## config.mk

```make
export PLATFORM = sky130hd
export DESIGN_NAME = fma16_sched_flat
export DESIGN_NICKNAME = d
export VERILOG_FILES = /design/src/rtl/fma16_sched_if.sv /design/src/rtl/fma16_sched.sv /design/src/flat_wrapper.sv
export SDC_FILE = /design/constraint.sdc
export NUM_CORES = 1
export LEC_CHECK = 0
export BUFFER_PORTS_ARGS = -buffer_cell sky130_fd_sc_hd__buf_2
export CAP_MARGIN = 10
export CORE_AREA = 2 2 125 127
export DETAILED_ROUTE_END_ITERATION = 12
export DIE_AREA = 0 0 127 129
export HOLD_SLACK_MARGIN = 0.15
export SETUP_SLACK_MARGIN = 0.05
export SLEW_MARGIN = 30
export SYNTH_ARGS = -nofsm -noshare
export SYNTH_HDL_FRONTEND = slang
export SYNTH_SLANG_ARGS = --single-unit
export TNS_END_PERCENT = 20
```

## constraint.sdc

```tcl
create_clock -name clk -period 3.09 [get_ports clk]
set_input_delay 0.309 -clock clk [delete_from_list [all_inputs] [get_ports clk]]
set_output_delay 0.309 -clock clk [all_outputs]
set_load 0.05 [all_outputs]
```

## src/rtl/fma16_sched_if.sv

```systemverilog
// fma16_sched_if: requester, fma16 datapath and response signals of the shared-fma16 scheduler.
// Optional FMA16_SCHED_FLAGACC_EN adds the per-requester sticky flag signals acc_flags/acc_clr.
interface fma16_sched_if #(
    parameter int NREQ = 4,
    parameter int IDW  = $clog2(NREQ)
);
    logic [NREQ-1:0]      req_valid;
    logic [NREQ-1:0]      req_ready;
    logic [16*NREQ-1:0]   req_x;
    logic [16*NREQ-1:0]   req_y;
    logic [16*NREQ-1:0]   req_z;
    logic [4*NREQ-1:0]    req_op;
    logic [2*NREQ-1:0]    req_rm;
    logic [15:0]          fma_x;
    logic [15:0]          fma_y;
    logic [15:0]          fma_z;
    logic                 fma_mul;
    logic                 fma_add;
    logic                 fma_negp;
    logic                 fma_negz;
    logic [1:0]           fma_rm;
    logic [15:0]          fma_result;
    logic [3:0]           fma_flags;
    logic                 resp_valid;
    logic                 resp_ready;
    logic [IDW-1:0]       resp_id;
    logic [15:0]          resp_result;
    logic [3:0]           resp_flags;
`ifdef FMA16_SCHED_FLAGACC_EN
    logic [4*NREQ-1:0]    acc_flags;
    logic [NREQ-1:0]      acc_clr;
`endif

    modport slave (
`ifdef FMA16_SCHED_FLAGACC_EN
        output acc_flags,
        input  acc_clr,
`endif
        input  req_valid, req_x, req_y, req_z, req_op, req_rm,
        output req_ready,
        output fma_x, fma_y, fma_z, fma_mul, fma_add, fma_negp, fma_negz, fma_rm,
        input  fma_result, fma_flags,
        output resp_valid, resp_id, resp_result, resp_flags,
        input  resp_ready
    );

    modport master (
`ifdef FMA16_SCHED_FLAGACC_EN
        input  acc_flags,
        output acc_clr,
`endif
        output req_valid, req_x, req_y, req_z, req_op, req_rm,
        input  req_ready,
        input  fma_x, fma_y, fma_z, fma_mul, fma_add, fma_negp, fma_negz, fma_rm,
        output fma_result, fma_flags,
        input  resp_valid, resp_id, resp_result, resp_flags,
        output resp_ready
    );
endinterface

```

## src/rtl/fma16_sched.sv

```systemverilog
// fma16_sched: round-robin sharing of one fma16 unit among NREQ requesters with tagged responses.
// Define FMA16_SCHED_FLAGACC_EN to add per-requester sticky exception flags (acc_flags/acc_clr).
module fma16_sched #(
    parameter int NREQ = 4,
    parameter int LAT  = 2,
    parameter int IDW  = $clog2(NREQ)
) (
    input logic            clk,
    input logic            reset,
    fma16_sched_if.slave   bus
);
    localparam int CW = LAT > 1 ? $clog2(LAT) : 1;

    typedef enum logic [1:0] {IDLE, EXEC, RESP} stateT;

    stateT           state;
    stateT           nextState;
    logic [IDW-1:0]  ptr;
    logic [IDW-1:0]  grantIdx;
    logic [IDW-1:0]  cand;
    logic            found;
    logic            capture;
    logic [CW-1:0]   cnt;
    logic [15:0]     xArr [NREQ];
    logic [15:0]     yArr [NREQ];
    logic [15:0]     zArr [NREQ];
    logic [3:0]      opArr [NREQ];
    logic [1:0]      rmArr [NREQ];

    for (genvar i = 0; i < NREQ; i++) begin : g_unpack
        assign xArr[i]  = bus.req_x[16*i +: 16];
        assign yArr[i]  = bus.req_y[16*i +: 16];
        assign zArr[i]  = bus.req_z[16*i +: 16];
        assign opArr[i] = bus.req_op[4*i +: 4];
        assign rmArr[i] = bus.req_rm[2*i +: 2];
    end

    // Round-robin pick: scanning from farthest to nearest leaves the first valid requester at or after ptr.
    always_comb begin
        found    = 1'b0;
        grantIdx = '0;
        cand     = '0;
        for (int k = NREQ - 1; k >= 0; k--) begin
            cand = IDW'((int'(ptr) + k) % NREQ);
            if (bus.req_valid[cand]) begin
                found    = 1'b1;
                grantIdx = cand;
            end
        end
    end

    // Next state and handshake outputs; requests are only granted while idle.
    always_comb begin
        capture        = state == EXEC && cnt == '0;
        bus.req_ready  = (state == IDLE && found) ? NREQ'(1) << grantIdx : '0;
        bus.resp_valid = state == RESP;
        nextState      = state == IDLE ? (found ? EXEC : IDLE) :
                         state == EXEC ? (capture ? RESP : EXEC) :
                         (bus.resp_ready ? IDLE : RESP);
    end

    // State register.
    always_ff @(posedge clk or posedge reset) begin
        if (reset) state <= IDLE;
        else       state <= nextState;
    end

    // Operand latch on grant, hold countdown, and result capture at the end of the hold window.
    always_ff @(posedge clk or posedge reset) begin
        if (reset) begin
            ptr             <= '0;
            cnt             <= '0;
            bus.fma_x       <= '0;
            bus.fma_y       <= '0;
            bus.fma_z       <= '0;
            bus.fma_mul     <= 1'b0;
            bus.fma_add     <= 1'b0;
            bus.fma_negp    <= 1'b0;
            bus.fma_negz    <= 1'b0;
            bus.fma_rm      <= '0;
            bus.resp_id     <= '0;
            bus.resp_result <= '0;
            bus.resp_flags  <= '0;
        end else if (state == IDLE && found) begin
            bus.fma_x    <= xArr[grantIdx];
            bus.fma_y    <= yArr[grantIdx];
            bus.fma_z    <= zArr[grantIdx];
            {bus.fma_mul, bus.fma_add, bus.fma_negp, bus.fma_negz} <= opArr[grantIdx];
            bus.fma_rm   <= rmArr[grantIdx];
            bus.resp_id  <= grantIdx;
            ptr          <= IDW'((int'(grantIdx) + 1) % NREQ);
            cnt          <= CW'(LAT - 1);
        end else if (state == EXEC) begin
            if (capture) begin
                bus.resp_result <= bus.fma_result;
                bus.resp_flags  <= bus.fma_flags;
            end else begin
                cnt <= cnt - 1'b1;
            end
        end
    end

`ifdef FMA16_SCHED_FLAGACC_EN
    // Sticky flags per requester; a capture on the same cycle as a clear wins with the fresh flags.
    always_ff @(posedge clk or posedge reset) begin
        if (reset) begin
            bus.acc_flags <= '0;
        end else begin
            for (int i = 0; i < NREQ; i++) begin
                if (capture && bus.resp_id == IDW'(i))
                    bus.acc_flags[4*i +: 4] <= (bus.acc_clr[i] ? 4'b0 : bus.acc_flags[4*i +: 4]) | bus.fma_flags;
                else if (bus.acc_clr[i])
                    bus.acc_flags[4*i +: 4] <= 4'b0;
            end
        end
    end
`endif
endmodule

```

## src/flat_wrapper.sv

```systemverilog
// flat-port wrapper written by rule: the top's interface ports become plain ports
module fma16_sched_flat 
#(
    parameter int NREQ = 4,
    parameter int LAT  = 2,
    parameter int IDW  = $clog2(NREQ)
)
  (clk, reset, bus_req_valid, bus_req_x, bus_req_y, bus_req_z, bus_req_op, bus_req_rm, bus_req_ready, bus_fma_x, bus_fma_y, bus_fma_z, bus_fma_mul, bus_fma_add, bus_fma_negp, bus_fma_negz, bus_fma_rm, bus_fma_result, bus_fma_flags, bus_resp_valid, bus_resp_id, bus_resp_result, bus_resp_flags, bus_resp_ready);
  fma16_sched_if #(.NREQ(NREQ), .IDW(IDW)) bus_i ();
  input logic clk;
  input logic reset;
  input wire logic [$bits(bus_i.req_valid)-1:0] bus_req_valid;
  input wire logic [$bits(bus_i.req_x)-1:0] bus_req_x;
  input wire logic [$bits(bus_i.req_y)-1:0] bus_req_y;
  input wire logic [$bits(bus_i.req_z)-1:0] bus_req_z;
  input wire logic [$bits(bus_i.req_op)-1:0] bus_req_op;
  input wire logic [$bits(bus_i.req_rm)-1:0] bus_req_rm;
  output wire logic [$bits(bus_i.req_ready)-1:0] bus_req_ready;
  output wire logic [$bits(bus_i.fma_x)-1:0] bus_fma_x;
  output wire logic [$bits(bus_i.fma_y)-1:0] bus_fma_y;
  output wire logic [$bits(bus_i.fma_z)-1:0] bus_fma_z;
  output wire logic [$bits(bus_i.fma_mul)-1:0] bus_fma_mul;
  output wire logic [$bits(bus_i.fma_add)-1:0] bus_fma_add;
  output wire logic [$bits(bus_i.fma_negp)-1:0] bus_fma_negp;
  output wire logic [$bits(bus_i.fma_negz)-1:0] bus_fma_negz;
  output wire logic [$bits(bus_i.fma_rm)-1:0] bus_fma_rm;
  input wire logic [$bits(bus_i.fma_result)-1:0] bus_fma_result;
  input wire logic [$bits(bus_i.fma_flags)-1:0] bus_fma_flags;
  output wire logic [$bits(bus_i.resp_valid)-1:0] bus_resp_valid;
  output wire logic [$bits(bus_i.resp_id)-1:0] bus_resp_id;
  output wire logic [$bits(bus_i.resp_result)-1:0] bus_resp_result;
  output wire logic [$bits(bus_i.resp_flags)-1:0] bus_resp_flags;
  input wire logic [$bits(bus_i.resp_ready)-1:0] bus_resp_ready;
  assign bus_i.req_valid = bus_req_valid;
  assign bus_i.req_x = bus_req_x;
  assign bus_i.req_y = bus_req_y;
  assign bus_i.req_z = bus_req_z;
  assign bus_i.req_op = bus_req_op;
  assign bus_i.req_rm = bus_req_rm;
  assign bus_req_ready = bus_i.req_ready;
  assign bus_fma_x = bus_i.fma_x;
  assign bus_fma_y = bus_i.fma_y;
  assign bus_fma_z = bus_i.fma_z;
  assign bus_fma_mul = bus_i.fma_mul;
  assign bus_fma_add = bus_i.fma_add;
  assign bus_fma_negp = bus_i.fma_negp;
  assign bus_fma_negz = bus_i.fma_negz;
  assign bus_fma_rm = bus_i.fma_rm;
  assign bus_i.fma_result = bus_fma_result;
  assign bus_i.fma_flags = bus_fma_flags;
  assign bus_resp_valid = bus_i.resp_valid;
  assign bus_resp_id = bus_i.resp_id;
  assign bus_resp_result = bus_i.resp_result;
  assign bus_resp_flags = bus_i.resp_flags;
  assign bus_i.resp_ready = bus_resp_ready;
  fma16_sched #(.NREQ(NREQ), .LAT(LAT), .IDW(IDW)) u_core (.clk(clk), .reset(reset), .bus(bus_i));
endmodule
```

==> impl_results.md <==
* Status: completed
* Clock-pin slew on the worst setup and hold paths at 60 ps
* Post-synth cell types at 34
* Most frequent cells in the layout: buf_2, dfrtp_1, nand2_1
* Max-slew violations at 0
* Simple-Gate Fraction of Synth Area at 14.0%
* IO Pins at 324
* Vias in the first global route at 5,573
* Max Freq at 351 MHz
* #FFs+latches synth at 81
* Crit Path Category: reg -> out
* Peak supply drop at 400 uV
* Critical path data required time at 2780 ps
* Initial antenna violation count at 0
* Xor/xnor cell area share of the yosys netlist at 0%
* Commonest non-fill, non-tap cell in the layout: buf_2
* Starting DRT DRC Count at 263
* Slowest CP cell: and2_2
* CTS tree: yes
* Worst hold path type: in -> reg
* Drt pass-1 iters at 4
* All-layer global routing usage at 22.2%
* Worst path max stage delay at 630 ps
* Sequential-to-total area share from yosys stat at 42.6%
* TNS Setup at 0 ps
* Root Buffer: clkbuf_16
* Max-cap viol count at 0
* # diodes at 0
* Clock Path Buffers at 2
* Crit-path cells: nor2_1 > and2_2 > buf_4 > and3_1 > buf_2
* Clock share of power at 15.1%
* Hold_buf cts at 1
* Grt ovf at 0
* Avg Cell Area, Syn at 9.98 um2
* CTS H-Tree Depth at 3
* Post-route antenna net violation count at 0
* Worst slew pin tran at 779 ps
* Vias at 5,410
* Crit end category: primary output
* Core Area at 0.0150 mm2
* Arrival time worst endpoint at 2540 ps
* Clock skew at 5.65 ps
* Net Switching at 4.32 mW
* Post-synthesis adder-cell area fraction at 0%
* Net Sw Frac at 53.7%
* Clk_lat worst skew at 340 ps
* Mux contribution to synthesized area at 16.7%
* Area delta synth->final at 45.3%
* Port bufs at 323
* Share of cells above drive strength 1 at 50.1%
* Slew HR at 47.8%
* Logic gate share of total power at 60.9%
* Die width at 127 um
* CTS sink cnt at 81
* Mapped cell area at 0.00476 mm2
* Unrepaired setup endpoints after global routing: false
* Power Density at 1160 mW/mm2
* DRC Markers at 0
* Final hold slack at 170 ps
* Finish-stage setup viols at 0
* Routed len/inst at 19.7 um
* Die Area at 0.0164 mm2
* DP HPWL at 13.9 mm
* # nets final at 1,015
* Post-Synthesis Cells at 477
* Period utilization at 92.1%
* Final-report hold violation count at 0
* Resize count post-CTS at 0
* Post-CTS Setup Repair Bufs at 0
* Synth warn at 0
* Main combinational cell family by area after synthesis: compound AO/OA/AOI/OAI gates
* Routed WL at 19.0 mm
* First-pass GRT wire length at 28.5 mm
* Leak Pwr at 3.41 nW
* Worst Path Max Fanout at 30
* Die Height at 129 um
* Fin crit period at 2850 ps
* Largest net degree at the start of global routing at 36
* Crit path launch type: register
* Compound-Gate Fraction of Synth Area at 21.1%
* Gpl congestion at 0.863
* Sequential Power Share at 24.0%
* Synth Net Count at 720
* Inserted Clock Buffers at 9
* Initial Util at 31.8%
* Row cnt at 45
* Pint at 3.72 mW
* Vias/cell at 5.61
path summary, 6_finish.rpt:
path	startpoint	slack [ps]	to	cells after the start
setup / recovery	u_core.state[0]$_DFF_PP0_	240	bus_req_ready[3]	5
hold / removal	bus_resp_ready	170	u_core.state[1]$_DFF_PP0_	2
setup reg to reg	u_core.ptr[0]$_DFFE_PP0P_	750	u_core.bus.fma_x[14]$_DFFE_PP0P_	5
hold reg to reg	u_core.state[1]$_DFF_PP0_	470	u_core.state[0]$_DFF_PP0_	1
max in group asynchronous	reset	1590	u_core.bus.fma_x[15]$_DFFE_PP0P_	4
min in group asynchronous	reset	570	u_core.bus.resp_result[7]$_DFFE_PP0P_	3
layer usage:
metal	vias up	global-route usage [%]	routed length, um
met5	-	0	0
li1	2470	-	-
met3	24	5.45	1670
met1	2604	25.5	7230
met2	312	41.0	9760
met4	0	6.79	336
synthesized netlist by cell type:
cell type	n	share of area [%]
dfrtp_1	81	43
nand2_1	59	4.7
mux2i_1	56	12
nand4_1	54	7.1
o2111ai_1	54	9.9
o211ai_1	54	8.5
clkbuf_1	33	2.6
mux2_2	21	5.0
buf_2	14	1.5
nor2_1	9	0.71
a21oi_1	6	0.63
buf_1	5	0.39
inv_1	4	0.32
a21o_1	3	0.47
buf_4	3	0.47
nand2b_1	2	0.26
nor2b_1	2	0.26
a2111oi_0	1	0.18
a21bo_1	1	0.21
a221o_1	1	0.21
a311oi_1	1	0.18
and2_0	1	0.13
and2_1	1	0.13
and3_1	1	0.13
buf_6	1	0.24
nor3_1	1	0.11
nor3b_1	1	0.16
o21a_1	1	0.16
o21ai_0	1	0.11
o21ai_2	1	0.18
o21ba_2	1	0.21
o22ai_1	1	0.13
or2_2	1	0.13
or4_4	1	0.24
worst max-delay path, delay by kind of cell (launching register included):
| family | cells | cell delay (ps) |
|---|---|---|
| DFF | 1 | 430 |
| and+or+nand+nor | 3 | 1030 |
| buffers and inverters | 2 | 720 |
cell families (layout without fill, tap and decap cells):
logic type | count (synthesis) | count (layout)
compound gates | 126 | 126
simple gates | 133 | 133
buf+inv | 60 | 360
flops | 81 | 81
mux | 77 | 77
per-stage QoR:
stage | worst slack, ps | power [mW] | util, % | cell area, um2 | std cells
floorplan | 388 | 5.50 | - | 4760 | 477
global placement | 609 | 6.75 | 43.8 | 6570 | 948
detailed placement | 602 | 6.85 | 43.8 | 6570 | 948
CTS | 286 | 8.09 | 46.2 | 6910 | 965
global route | 111 | 8.47 | 46.2 | 6910 | 965
finish | 243 | 8.04 | 46.2 | 6910 | 965
area by class of cell:
class / instances / area [um2]
Timing Repair Buffer: 340 / 1770
Inverter: 4 / 16.3
Sequential cell: 81 / 2030
Fill cell: 1469 / 8060
Tap cell: 188 / 235
Clock inverter: 5 / 85.1
Clock buffer: 11 / 253
Multi-Input combinational cell: 336 / 2520
flip-flops by register name, summed over array words and instances, names as in the netlist:
register and count:
u_core.bus.fma_add 1, u_core.bus.fma_negz 1, u_core.bus.fma_x 16, u_core.cnt 1, u_core.bus.resp_result 16, u_core.bus.fma_z 16
u_core.bus.fma_negp 1, u_core.bus.fma_rm 2, u_core.bus.resp_id 2, u_core.bus.resp_flags 4, u_core.state 2, u_core.bus.fma_y 16
u_core.bus.fma_mul 1, u_core.ptr 2
power by group through the flow:
| stage | Combinational [mW] | Sequential, mW | Clock, mW |
|---|---|---|---|
| 6_report | 4.90 | 1.93 | 1.22 |
| 5_1_grt | 5.19 | 1.99 | 1.29 |
| 4_1_cts | 4.91 | 1.93 | 1.24 |
| 3_5_place_dp | 4.91 | 1.94 | 0 |
| 3_3_place_gp | 4.82 | 1.93 | 0 |
| 2_1_floorplan | 1.93 | 3.57 | 0 |
Power figures use the tool's default switching activity.
